`src/rtl/crypt_pkg.sv`:
```
// Shared widths and stage records for the crypt result matcher.
package crypt_pkg;

  localparam int HALF_W     = 32;
  localparam int TGT_W      = 2 * HALF_W;
  localparam int ID_W       = 32;
  localparam int CHECKED_W  = 48;
  localparam int FIFO_DEPTH = 4;
  localparam int PTR_W      = $clog2(FIFO_DEPTH);
  localparam int CNT_W      = PTR_W + 1;

  // Candidate as captured from the last round stage.
  typedef struct packed {
    logic              valid;
    logic [HALF_W-1:0] l;
    logic [HALF_W-1:0] r;
    logic [ID_W-1:0]   id;
  } s1_t;

  // Candidate after comparison against the target halves.
  typedef struct packed {
    logic            valid;
    logic            eq_hi;
    logic            eq_lo;
    logic [ID_W-1:0] id;
  } s2_t;

  // A candidate is a hit only when it is valid and both halves agree.
  function automatic logic is_hit(input s2_t s);
    return s.valid & s.eq_hi & s.eq_lo;
  endfunction

endpackage

```
`src/rtl/match_fifo.sv`:
```
// Depth-4 first-word-fall-through FIFO holding IDs of matching candidates.
// Handshake: dout is meaningful whenever empty is low; a pop is accepted only
// while empty is low, and push is never back-pressured -- a push that cannot
// be stored (full, no pop in the same cycle) is dropped and flagged.
module match_fifo
  import crypt_pkg::*;
(
  input  logic            CLK,
  input  logic            RST,
  input  logic            push,
  input  logic [ID_W-1:0] din,
  input  logic            pop,
  output logic [ID_W-1:0] dout,
  output logic            empty,
  output logic            full,
  output logic            overflow
);

  logic [ID_W-1:0]  mem [FIFO_DEPTH];
  logic [PTR_W-1:0] wr_ptr;
  logic [PTR_W-1:0] rd_ptr;
  logic [CNT_W-1:0] count;
  logic             overflow_q;
  logic             pop_ok;
  logic             push_ok;

  assign empty    = (count == '0);
  assign full     = (count == CNT_W'(FIFO_DEPTH));
  // A pop on empty is ignored; a full FIFO still accepts a push if the head
  // leaves in the same cycle.
  assign pop_ok   = pop & ~empty;
  assign push_ok  = push & (~full | pop_ok);
  assign dout     = empty ? '0 : mem[rd_ptr];
  assign overflow = overflow_q;

  // Storage write; contents need no reset since empty masks dout.
  always_ff @(posedge CLK) begin
    if (push_ok) mem[wr_ptr] <= din;
  end

  // Pointers and occupancy; simultaneous push and pop leave count unchanged.
  always_ff @(posedge CLK or posedge RST) begin
    if (RST) begin
      wr_ptr <= '0;
      rd_ptr <= '0;
      count  <= '0;
    end else begin
      if (push_ok) wr_ptr <= wr_ptr + PTR_W'(1);
      if (pop_ok)  rd_ptr <= rd_ptr + PTR_W'(1);
      case ({push_ok, pop_ok})
        2'b10:   count <= count + CNT_W'(1);
        2'b01:   count <= count - CNT_W'(1);
        default: count <= count;
      endcase
    end
  end

  // Sticky drop flag, cleared only by reset.
  always_ff @(posedge CLK or posedge RST) begin
    if (RST)                        overflow_q <= 1'b0;
    else if (push & full & ~pop_ok) overflow_q <= 1'b1;
  end

endmodule

```
`src/rtl/crypt_result_match.sv`:
```
// Compares finished crypt candidates against a 64-bit target and queues the
// IDs of matches. Pipeline: S1 capture, S2 compare, S3 hit decision, then a
// write-port register so a match becomes visible on the fourth edge after
// its capture edge.
module crypt_result_match
  import crypt_pkg::*;
(
  input  logic                 CLK,
  input  logic                 RST,
  input  logic [HALF_W-1:0]    L_in,
  input  logic [HALF_W-1:0]    R_in,
  input  logic                 VALID_in,
  input  logic [ID_W-1:0]      ID_in,
  input  logic                 TGT_WE,
  input  logic [TGT_W-1:0]     TGT_DATA,
  input  logic                 RD_EN,
  output logic [ID_W-1:0]      MATCH_ID,
  output logic                 MATCH_EMPTY,
  output logic                 OVERFLOW,
  output logic [CHECKED_W-1:0] CHECKED
);

  logic [TGT_W-1:0]     tgt_q;
  s1_t                  s1_q;
  s2_t                  s2_q;
  logic                 s3_push;
  logic [ID_W-1:0]      s3_id;
  logic                 wr_push;
  logic [ID_W-1:0]      wr_id;
  logic [CHECKED_W-1:0] checked_q;
  logic                 fifo_full;

  // Target register; a candidate uses whatever value is here when it
  // leaves S1, so a write in the cycle after a beat does not affect it.
  always_ff @(posedge CLK or posedge RST) begin
    if (RST)         tgt_q <= '0;
    else if (TGT_WE) tgt_q <= TGT_DATA;
  end

  // S1: capture the candidate every cycle, no back-pressure.
  always_ff @(posedge CLK or posedge RST) begin
    if (RST) s1_q <= '0;
    else     s1_q <= '{valid: VALID_in, l: L_in, r: R_in, id: ID_in};
  end

  // S2: register the per-half equality results (L against 63:32, R against 31:0).
  always_ff @(posedge CLK or posedge RST) begin
    if (RST) s2_q <= '0;
    else     s2_q <= '{valid: s1_q.valid,
                       eq_hi: (s1_q.l == tgt_q[TGT_W-1:HALF_W]),
                       eq_lo: (s1_q.r == tgt_q[HALF_W-1:0]),
                       id:    s1_q.id};
  end

  // S3: decide the hit, then hold it one more stage as the FIFO write port.
  always_ff @(posedge CLK or posedge RST) begin
    if (RST) begin
      s3_push <= 1'b0;
      s3_id   <= '0;
      wr_push <= 1'b0;
      wr_id   <= '0;
    end else begin
      s3_push <= is_hit(s2_q);
      s3_id   <= s2_q.id;
      wr_push <= s3_push;
      wr_id   <= s3_id;
    end
  end

  // Candidate counter, counted at capture and wrapping at its width.
  always_ff @(posedge CLK or posedge RST) begin
    if (RST)           checked_q <= '0;
    else if (VALID_in) checked_q <= checked_q + CHECKED_W'(1);
  end

  assign CHECKED = checked_q;

  match_fifo u_fifo (
    .CLK      (CLK),
    .RST      (RST),
    .push     (wr_push),
    .din      (wr_id),
    .pop      (RD_EN),
    .dout     (MATCH_ID),
    .empty    (MATCH_EMPTY),
    .full     (fifo_full),
    .overflow (OVERFLOW)
  );

  // A full FIFO can never report empty.
  full_not_empty_a: assert property (@(posedge CLK) disable iff (RST)
    fifo_full |-> !MATCH_EMPTY);

endmodule

```
`config.mk`:
```
export PLATFORM = sky130hd
export DESIGN_NAME = crypt_result_match
export DESIGN_NICKNAME = d
export VERILOG_FILES = /design/src/rtl/crypt_pkg.sv /design/src/rtl/match_fifo.sv /design/src/rtl/crypt_result_match.sv
export SDC_FILE = /design/constraint.sdc
export NUM_CORES = 1
export LEC_CHECK = 0
export ABC_AREA = 1
export CAP_MARGIN = 0
export CELL_PAD_IN_SITES_DETAIL_PLACEMENT = 0
export CELL_PAD_IN_SITES_GLOBAL_PLACEMENT = 1
export CORE_MARGIN = 2
export CORE_UTILIZATION = 47
export DETAILED_ROUTE_END_ITERATION = 10
export GPL_ROUTABILITY_DRIVEN = 0
export PLACE_DENSITY = 0.83
export SKIP_LAST_GASP = 1
export SLEW_MARGIN = 20
export SYNTH_ARGS = -nofsm -noshare
export SYNTH_HDL_FRONTEND = slang
export SYNTH_HIERARCHICAL = 1
export SYNTH_SLANG_ARGS = --single-unit
```
`constraint.sdc`:
```
create_clock -name CLK -period 18.9 [get_ports CLK]
set_input_delay 4.725 -clock CLK [delete_from_list [all_inputs] [get_ports CLK]]
set_output_delay 4.725 -clock CLK [all_outputs]
set_load 0.01 [all_outputs]
```
==> flow_summary.json, run 1 <==
{
  "synth_area_sq_mm": 0.01631,
  "viasPerCell": 4.826,
  "fin_cells": 2006,
  "drv_cap": 0,
  "initialDrtViolationCount": 502,
  "post_synth_inst_count": 1241,
  "final_max_slew_viol_count": 0,
  "synth_compound_area_share_pct": 3.360,
  "io_buffer_count": 246,
  "synth_simple_gate_area_share_pct": 11.65,
  "vias": 9680,
  "pin_count": 247,
  "nNetsFinal": 1684,
  "min_period_ns": 7.433,
  "r2r_cells": 5,
  "ys_types": 37,
  "synthAdderAreaFrac_pct": 0.5064,
  "cts.path.max_buffers": 3,
  "initial_core_util_pct": 47.44,
  "clkTransAtPathRegs_ns": 0.06,
  "track_usage_pct": 18.75,
  "cts_buffers": 45,
  "seq_area_sq_mm": 0.01180,
  "ys_warn_count": 6,
  "total_leakage_power_nw": 8.466,
  "whs_path_depth": 0,
  "wirelength_mm": 33.01,
  "wl_met1_mm": 14.09,
  "setup_viol": 0,
  "syn_nets": 1412,
  "wl_per_cell_um": 16.46,
  "drive_gt1_share_pct": 11.68,
  "core-area_sq_mm": 0.03437,
  "grt_max_degree": 83,
  "cts_tree": "done",
  "grt_pass1_vias": 10020,
  "clock_latency_ns": 0.54,
  "r2r_start": "u_fifo/count[0]",
  "cts_sinks": 446,
  "dr.pass1.iters": 5,
  "cts-root-buf": "clkbuf_16",
  "muxShareOfSynthArea_pct": 4.488,
  "grt_overflow": 0,
  "fmax_mhz": 134.5,
  "hpwl_mm": 22.00,
  "routed.top_layer": "met5",
  "fp-row-count": 68,
  "wl_met3_mm": 2.605,
  "cts_setup_buffers": 0,
  "antenna_found_initial": 2,
  "multi_input_area_sq_mm": 0.004133,
  "crit_path_start_kind": "register",
  "grt_setup_unrepaired": "no",
  "areaGrowthSynthToFinish_pct": 27.97,
  "fill_cells": 2727,
  "die_w_um": 190.3,
  "dieArea_sq_mm": 0.03620,
  "min_from": "s1_q[27]",
  "cp_max_fo": 65,
  "hold_buffers": 0,
  "dp_cells": 1919,
  "synthXorXnorAreaFrac_pct": 5.156,
  "avgSynthCellArea_sq_um": 13.14,
  "drc": 0,
  "finClkSkew_ns": 0.01815,
  "hold_class": "register to register",
  "crit_path_start": "u_fifo/rd_ptr[0]",
  "ys_seq_area_share_pct": 72.36,
  "die_h_um": 190.3,
  "met2WireLength_mm": 15.64,
  "synth_seq_cells": 446,
  "finalSetupTns_ns": 0,
  "hold_viol": 0,
  "cts_resized": 0,
  "synth_top_family_by_area": "simple AND/OR/NAND/NOR gates",
  "cts_max_level": 2,
  "period_share_pct": 39.33,
  "grt_pass1_wl_mm": 52.56,
  "slew_headroom_pct": 40.48,
  "max_slew.worst_pin.slew_ns": 0.8929,
  "ir_worst_vdd_mv": 0.1260,
  "outcome": "finished clean",
  "end_kind": "output pin",
  "worst_ep_arrival_time_ns": 2.71,
  "p_per_area_mw_per_mm2": 118.5,
  "critPathKind": "register to output pin",
  "cp_data_required_time_ns": 14.18,
  "ant_nets": 0
}
## power breakdown
part           switching, W  internal (W)
Sequential        0.0000311       0.00104
Clock              0.000353      0.000542
Combinational      0.000269      0.000236
## layout by cell type, fill, tap and decap left out, types with 15 or more instances in the layout
master           synthesis  layout
o21ai_1                 54      54
clkdlybuf4s50_1          0     245
nand4_1                 16      16
o21ai_0                 15      15
xnor2_1                 49      49
inv_1                   49      47
mux2_2                  65      65
clkbuf_1                 2      16
nor2_1                 220     216
nand3_1                 17      17
clkbuf_16                0      46
edfxtp_1               128     128
nand2_1                139     139
xor2_1                  47      47
dfrtp_1                318     317
a21oi_1                 34      34
## worst paths after layout
check	end	slack, ns
min in group asynchronous	u_fifo/rd_ptr[1]	4.63
min reg2reg	s2_q[27]	0.34
max reg2reg	u_fifo/mem[3][18]	17.07
max	MATCH_ID[12]	11.47
max in group asynchronous	s2_q[6]	12.24
min	s2_q[27]	0.34
## area by class of cell
type / count / share of cell area (%)
antenna: 1 / 0.01199
clock buffer: 71 / 6.397
clock inverter: 13 / 0.9173
inverter: 55 / 1.031
multi-input combinational: 708 / 19.80
sequential: 446 / 56.55
tap: 455 / 2.728
timing repair buffer: 257 / 12.56
## cell usage after synthesis
| master | n | area share [%] |
|---|---|---|
| and2_1 | 2 | 0.077 |
| nand3b_1 | 8 | 0.37 |
| xor2_1 | 47 | 2.5 |
| nor2_2 | 6 | 0.23 |
| buf_4 | 1 | 0.046 |
| o21ai_1 | 54 | 1.7 |
| clkbuf_2 | 4 | 0.12 |
| nand2_4 | 2 | 0.14 |
| inv_2 | 5 | 0.12 |
| a21oi_1 | 34 | 1.0 |
| xnor2_1 | 49 | 2.6 |
| clkinv_1 | 1 | 0.023 |
| buf_6 | 6 | 0.41 |
| nor2_8 | 3 | 0.37 |
| mux2_2 | 65 | 4.5 |
| nor3_4 | 1 | 0.10 |
| nand2_1 | 139 | 3.2 |
| nand4_1 | 16 | 0.61 |
| nor2_1 | 220 | 5.1 |
| clkbuf_1 | 2 | 0.046 |
| a31o_2 | 1 | 0.054 |
| ha_1 | 5 | 0.38 |
| o21ai_4 | 1 | 0.10 |
| nand3_2 | 2 | 0.12 |
| and3_1 | 2 | 0.077 |
| o21ai_0 | 15 | 0.46 |
| edfxtp_1 | 128 | 24 |
| nand3_4 | 1 | 0.11 |
| inv_1 | 49 | 1.1 |
| nand2_2 | 7 | 0.27 |
| nor3_1 | 6 | 0.18 |
| o21bai_1 | 1 | 0.046 |
| dfrtp_1 | 318 | 49 |
| fa_1 | 1 | 0.12 |
| nor2_4 | 3 | 0.21 |
| nand3_1 | 17 | 0.52 |
| buf_2 | 19 | 0.58 |
## per-stage QoR
stage	total power, W	hold slack [ns]	worst slack [ns]	cell area, sq um	util (%)
floorplan	0.001380	0.3312	5.602	16310	-
global placement	0.001586	0.3320	11.24	19220	55.92
detailed placement	0.001597	0.3347	11.19	19290	56.12
CTS	0.002500	0.3378	11.31	20820	60.56
global route	0.002593	0.3434	11.26	20870	60.72
finish	0.002472	0.3416	11.47	20870	60.72
## registers in the layout, indices dropped and copies added, names as in the netlist, 3 cells and up
| signal | cells |
|---|---|
| u_fifo/mem | 128 |
| s1_q | 97 |
| tgt_q | 64 |
| CHECKED | 48 |
| s2_q | 35 |
| s3_id | 32 |
| wr_id | 32 |
| u_fifo/count | 3 |
## cell families (layout without fill, tap and decap cells)
family | after synthesis | in the layout
multiplexers | 65 | 65
XOR/XNOR | 96 | 96
adder cells (fa/ha/maj) | 6 | 6
buffers and inverters | 87 | 396
AND/OR/NAND/NOR | 435 | 435
AO/OA/AOI/OAI | 106 | 106
other | 0 | 1
flip-flops | 446 | 446
## routing by layer
metal,GRT usage (%),vias up
li1,-,4643
met1,24.38,4722
met2,30.88,261
met3,5.889,52
met4,4.562,2
met5,0,-
## critical path, cell delays in order, from the launching register on
cell and delay [ns]:
dfrtp_2 0.36, buf_4 0.58, nor2_1 0.13, nor2_1 0.12, o21ai_1 0.08, a21oi_1 0.26, clkdlybuf4s50_1 0.59
Power figures use the tool's default switching activity.
==> run 2: changes to the inputs <==
CORE_UTILIZATION = 44   (was 47)
PLACE_DENSITY = 0.79   (was 0.83)
clock period = 7.3 ns   (was 18.9 ns; I/O delays follow)
==> run 2 against run 1 <==
First-iteration DRC count shrank 11%. Sequential share of layout area grew 0.081 points. Non-clock buffer count shrank 1. Clock power grew to 2.6 times the previous value. Core utilization shrank 3.7 points. Sequential cell count is the same. Final cell count grew 0.55%. Register-to-register slack lost 12 ns. Global-route usage shrank 1.0 points. Clock skew grew 0.0072 ns. Via count shrank 2.0%. Worst setup slack lost 8.7 ns. Critical path type unchanged. Largest power group unchanged. Highest routed layer unchanged.
==> flow_summary.json, run 2 (synthesis results as in run 1) <==
{
  "cts.path.max_buffers": 3,
  "cts_resized": 0,
  "layout_commonest_cell": "dfrtp_1",
  "fp-row-count": 70,
  "crit_path_start_kind": "register",
  "fill_cells": 3008,
  "die_h_um": 196.5,
  "initial_core_util_pct": 44.65,
  "cts_setup_buffers": 0,
  "viasPerCell": 4.702,
  "layout_setup_ws_ns": 2.732,
  "finalSetupTns_ns": 0,
  "grt_max_degree": 172,
  "slew_headroom_pct": 27.00,
  "pin_count": 247,
  "cts_tree": "done",
  "total_leakage_power_nw": 8.438,
  "drv_cap": 0,
  "vias": 9483,
  "p_per_area_mw_per_mm2": 304.4,
  "period_share_pct": 62.57,
  "final_max_slew_viol_count": 0,
  "dr.pass1.iters": 4,
  "hold_class": "register to register",
  "hold_buffers": 0,
  "cts_sinks": 446,
  "nNetsFinal": 1683,
  "initialDrtViolationCount": 446,
  "final_cell_mix": "317 x dfrtp_1, 245 x clkdlybuf4s50_1, 216 x nor2_1, 139 x nand2_1, 128 x edfxtp_1",
  "finClkSkew_ns": 0.02536,
  "place_ws_ns": 3.301,
  "io_buffer_count": 246,
  "hold_viol": 0,
  "outcome": "finished clean",
  "largest_register": "u_fifo/mem",
  "grt_setup_unrepaired": "no",
  "wirelength_mm": 32.88,
  "cts-root-buf": "clkbuf_16",
  "grt_overflow": 0,
  "drc": 0,
  "die_w_um": 196.5,
  "antenna_found_initial": 5,
  "setup_viol": 0,
  "wl_per_cell_um": 16.30,
  "cts_max_level": 2,
  "core-area_sq_mm": 0.03652,
  "ant_nets": 0,
  "areaGrowthSynthToFinish_pct": 27.79,
  "drive_gt1_share_pct": 11.57,
  "dieArea_sq_mm": 0.03862,
  "largest_reg_flops": 128,
  "clock_latency_ns": 0.57,
  "fmax_mhz": 218.9,
  "worst_ep_arrival_time_ns": 2.74,
  "cts_buffers": 45,
  "max_slew.worst_pin.slew_ns": 1.092,
  "grt_pass1_vias": 9924,
  "clkTransAtPathRegs_ns": 0.06,
  "cp_max_fo": 65,
  "min_period_ns": 4.568,
  "seq_area_sq_mm": 0.01180,
  "track_usage_pct": 17.72,
  "top_regs": "u_fifo/mem x128, s1_q x97, tgt_q x64",
  "ir_worst_vdd_mv": 0.1764,
  "end_kind": "output pin",
  "critPathKind": "register to output pin",
  "grt_pass1_wl_mm": 53.10,
  "cp_data_required_time_ns": 5.48,
  "multi_input_area_sq_mm": 0.004133,
  "hpwl_mm": 22.30
}
-- run 2: where the power goes --
| group | switching (W) | total, W | internal [W] | leakage (nW) |
|---|---|---|---|---|
| Clock | 0.000930 | 0.00229 | 0.00136 | 0.729 |
| Sequential | 0.0000795 | 0.00277 | 0.00269 | 4.94 |
| Combinational | 0.000665 | 0.00128 | 0.000614 | 2.77 |
-- run 2: worst max-delay path, stage by stage (launching register included) --
cell and delay, ns:
dfrtp_2 0.40, inv_2 0.75, o21ai_1 0.19, a21oi_1 0.26
clkdlybuf4s50_1 0.58
-- run 2: worst paths after layout --
kind / from / end / slack [ns] / cells after the start
max in group asynchronous: RST / tgt_q[40] / 4.18 / 3
hold reg to reg: s3_push / wr_push / 0.33 / 0
min in group asynchronous: RST / u_fifo/count[0] / 1.61 / 2
setup reg to reg: u_fifo/count[0] / u_fifo/mem[2][25] / 5.27 / 4
hold / removal: s3_push / wr_push / 0.33 / 0
setup / recovery: u_fifo/rd_ptr[0] / MATCH_ID[19] / 2.73 / 4
-- run 2: area by class of cell --
cell class / instances / share of cell area, %
flip-flops and latches: 446 / 56.63
multi-input cells: 708 / 19.83
repair buffers: 256 / 12.46
clock buffers: 61 / 5.836
well taps: 468 / 2.810
clock inverters: 21 / 1.393
inverters: 55 / 1.009
diodes: 2 / 0.02402
-- run 2: per-layer routing --
layer  up-vias  track usage, %  routed length, um
met5         -               0                 26
met4         4           4.854                704
met3        56           5.681               2610
met2       238           29.08              15730
met1      4553           22.81              13800
li1       4632               -                  -
-- run 2: metrics by stage --
step                total power [W]  instance area (sq um)  hold slack (ns)  util, %  cells
floorplan                  0.003574                  16310           0.3312        -   1241
global route               0.006690                  20840           0.3490    57.05   2016
finish                     0.006343                  20840           0.3317    57.06   2017
CTS                        0.006442                  20760           0.3308    56.84   2012
detailed placement         0.004116                  19250           0.3347    52.72   1930
global placement           0.004095                  19250           0.3311    52.72   1930
==> run 3: changes to the inputs <==
CORE_UTILIZATION = 39   (was 44)
PLACE_DENSITY = 0.74   (was 0.79)
clock period = 3.95 ns   (was 7.3 ns; I/O delays follow)
==> run 3 against run 2 <==
Clock-buffer cell count grew 14. Sequential share of layout area shrank 0.73 points. Highest routed layer unchanged. Clock power grew 92%. Global-route usage shrank 1.5 points.
==> flow_summary.json, run 3 (synthesis results as in run 1) <==
{
  "dieArea_sq_mm": 0.04347,
  "utilization_pct": 51.48,
  "cts-root-buf": "clkbuf_16",
  "finClkSkew_ns": 0.01034,
  "fin_total_pwr_w": 0.01197,
  "layout_setup_ws_ns": 0.2037,
  "worst_ep_arrival_time_ns": 2.76,
  "pin_count": 247,
  "p_per_area_mw_per_mm2": 566.9,
  "cts_buffers": 48,
  "crit_path_start_kind": "register",
  "cts.path.max_buffers": 3,
  "critPathKind": "register to output pin",
  "cts_tree": "done",
  "io_buffer_count": 246,
  "die_h_um": 208.5,
  "antenna_found_initial": 3,
  "core-area_sq_mm": 0.04102,
  "clock_latency_ns": 0.56,
  "wl_per_cell_um": 16.39,
  "clkTransAtPathRegs_ns": 0.06,
  "final_max_slew_viol_count": 0,
  "finalSetupTns_ns": 0,
  "min_period_ns": 3.746,
  "place_ws_ns": 0.6873,
  "hold_class": "register to register",
  "drive_gt1_share_pct": 12.67,
  "grt_max_degree": 87,
  "slew_headroom_pct": 48.98,
  "viasPerCell": 4.611,
  "cp_max_fo": 44,
  "hold_buffers": 0,
  "dr.pass1.iters": 5,
  "grt_pass1_vias": 10270,
  "grt_use_met3_pct": 4.906,
  "wirelength_mm": 34.34,
  "drc": 0,
  "fmax_mhz": 266.9,
  "cts_resized": 0,
  "top_regs": "u_fifo/mem x128, s1_q x97, tgt_q x64",
  "layout_commonest_cell": "dfrtp_1",
  "cts_max_level": 2,
  "initialDrtViolationCount": 504,
  "final_cell_mix": "317 x dfrtp_1, 245 x clkdlybuf4s50_1, 216 x nor2_1, 139 x nand2_1, 128 x edfxtp_1",
  "max_stage_delay_ns": 0.64,
  "grt_pass1_wl_mm": 55.25,
  "hpwl_mm": 23.79,
  "drv_cap": 0,
  "grtUsageMet1_pct": 20.19,
  "largest_register": "u_fifo/mem",
  "whs_path_depth": 0,
  "slowest_stage": "dfrtp_4",
  "cp_data_required_time_ns": 2.96,
  "period_share_pct": 94.84,
  "vias": 9665,
  "ir_worst_vdd_mv": 0.3623,
  "largest_reg_flops": 128,
  "grt.busiest_layer": "met2",
  "end_kind": "output pin",
  "fp-row-count": 74,
  "grt_overflow": 0,
  "cts_sinks": 446,
  "hold_viol": 0,
  "r2r_cells": 5,
  "total_leakage_power_nw": 8.558,
  "outcome": "finished clean",
  "track_usage_pct": 16.23,
  "grtUsageMet2_pct": 27.02,
  "path_cells": "inv_2, buf_12, o21ai_1, a21oi_1, clkdlybuf4s50_1",
  "cts_setup_buffers": 0,
  "ant_nets": 0,
  "grt_setup_unrepaired": "no",
  "placed_area_sq_mm": 0.01952,
  "areaGrowthSynthToFinish_pct": 29.48,
  "nNetsFinal": 1695,
  "setup_viol": 0,
  "max_slew.worst_pin.slew_ns": 0.7645,
  "die_w_um": 208.5,
  "final_area_sq_mm": 0.02112,
  "initial_core_util_pct": 39.76
}
[run 3: changes by cell type in the layout (fill, tap and decap cells not counted), moves of 2 or more]
cell / before / now
clkbuf_8: 3 / 12
buf_12: 2 / 9
buf_4: 6 / 10
clkbuf_16: 45 / 49
clkinv_1: 5 / 1
clkinv_2: 5 / 9
bufinv_16: 5 / 2
buf_16: 2 / 0
clkinv_4: 2 / 0
[run 3: routing by layer]
layer  share of wire (%)  vias up
met3                 7.3       58
met2                  48      245
met4                 2.2        4
li1                    -     4675
met5               0.079        -
met1                  42     4683
[run 3: metrics by stage]
step / hold slack (ns) / instances
floorplan: 0.3312 / 1241
global placement: 0.3316 / 2006
detailed placement: 0.3347 / 2006
CTS: 0.3453 / 2095
global route: 0.3532 / 2096
finish: 0.3388 / 2096
[run 3: worst paths after layout]
check	end	slack, ns	startpoint
worst max register to register	u_fifo/mem[3][20]	2.11	u_fifo/count[0]
worst min-delay path	s3_id[23]	0.34	s2_q[23]
min in group asynchronous	u_fifo/wr_ptr[1]	0.84	RST
max in group asynchronous	CHECKED[42]	2.24	RST
worst max-delay path	MATCH_ID[26]	0.20	u_fifo/rd_ptr[0]
worst min register to register	s3_id[23]	0.34	s2_q[23]
[run 3: report_power, final]
part / internal, W / total, W / switching [W]
registers: 0.00498 / 0.00518 / 0.000201
logic: 0.00118 / 0.00239 / 0.00121
clock network: 0.00265 / 0.00440 / 0.00175
total: 0.00881 / 0.0120 / 0.00316
[run 3: worst max-delay path: cells and delay by family, from the launching register on]
kind	cells	cell delay [ns]
flops	1	0.64
buf+inv	3	1.23
compound gates	2	0.30
[run 3: final cells by class]
cell class / instances / area, sq um
inverters: 55 / 210.2
diodes: 1 / 2.502
clock buffers: 75 / 1444
well taps: 532 / 665.6
repair buffers: 265 / 2713
flip-flops and latches: 446 / 11810
fillers: 3492 / 19900
multi-input cells: 708 / 4133
clock inverters: 14 / 143.9
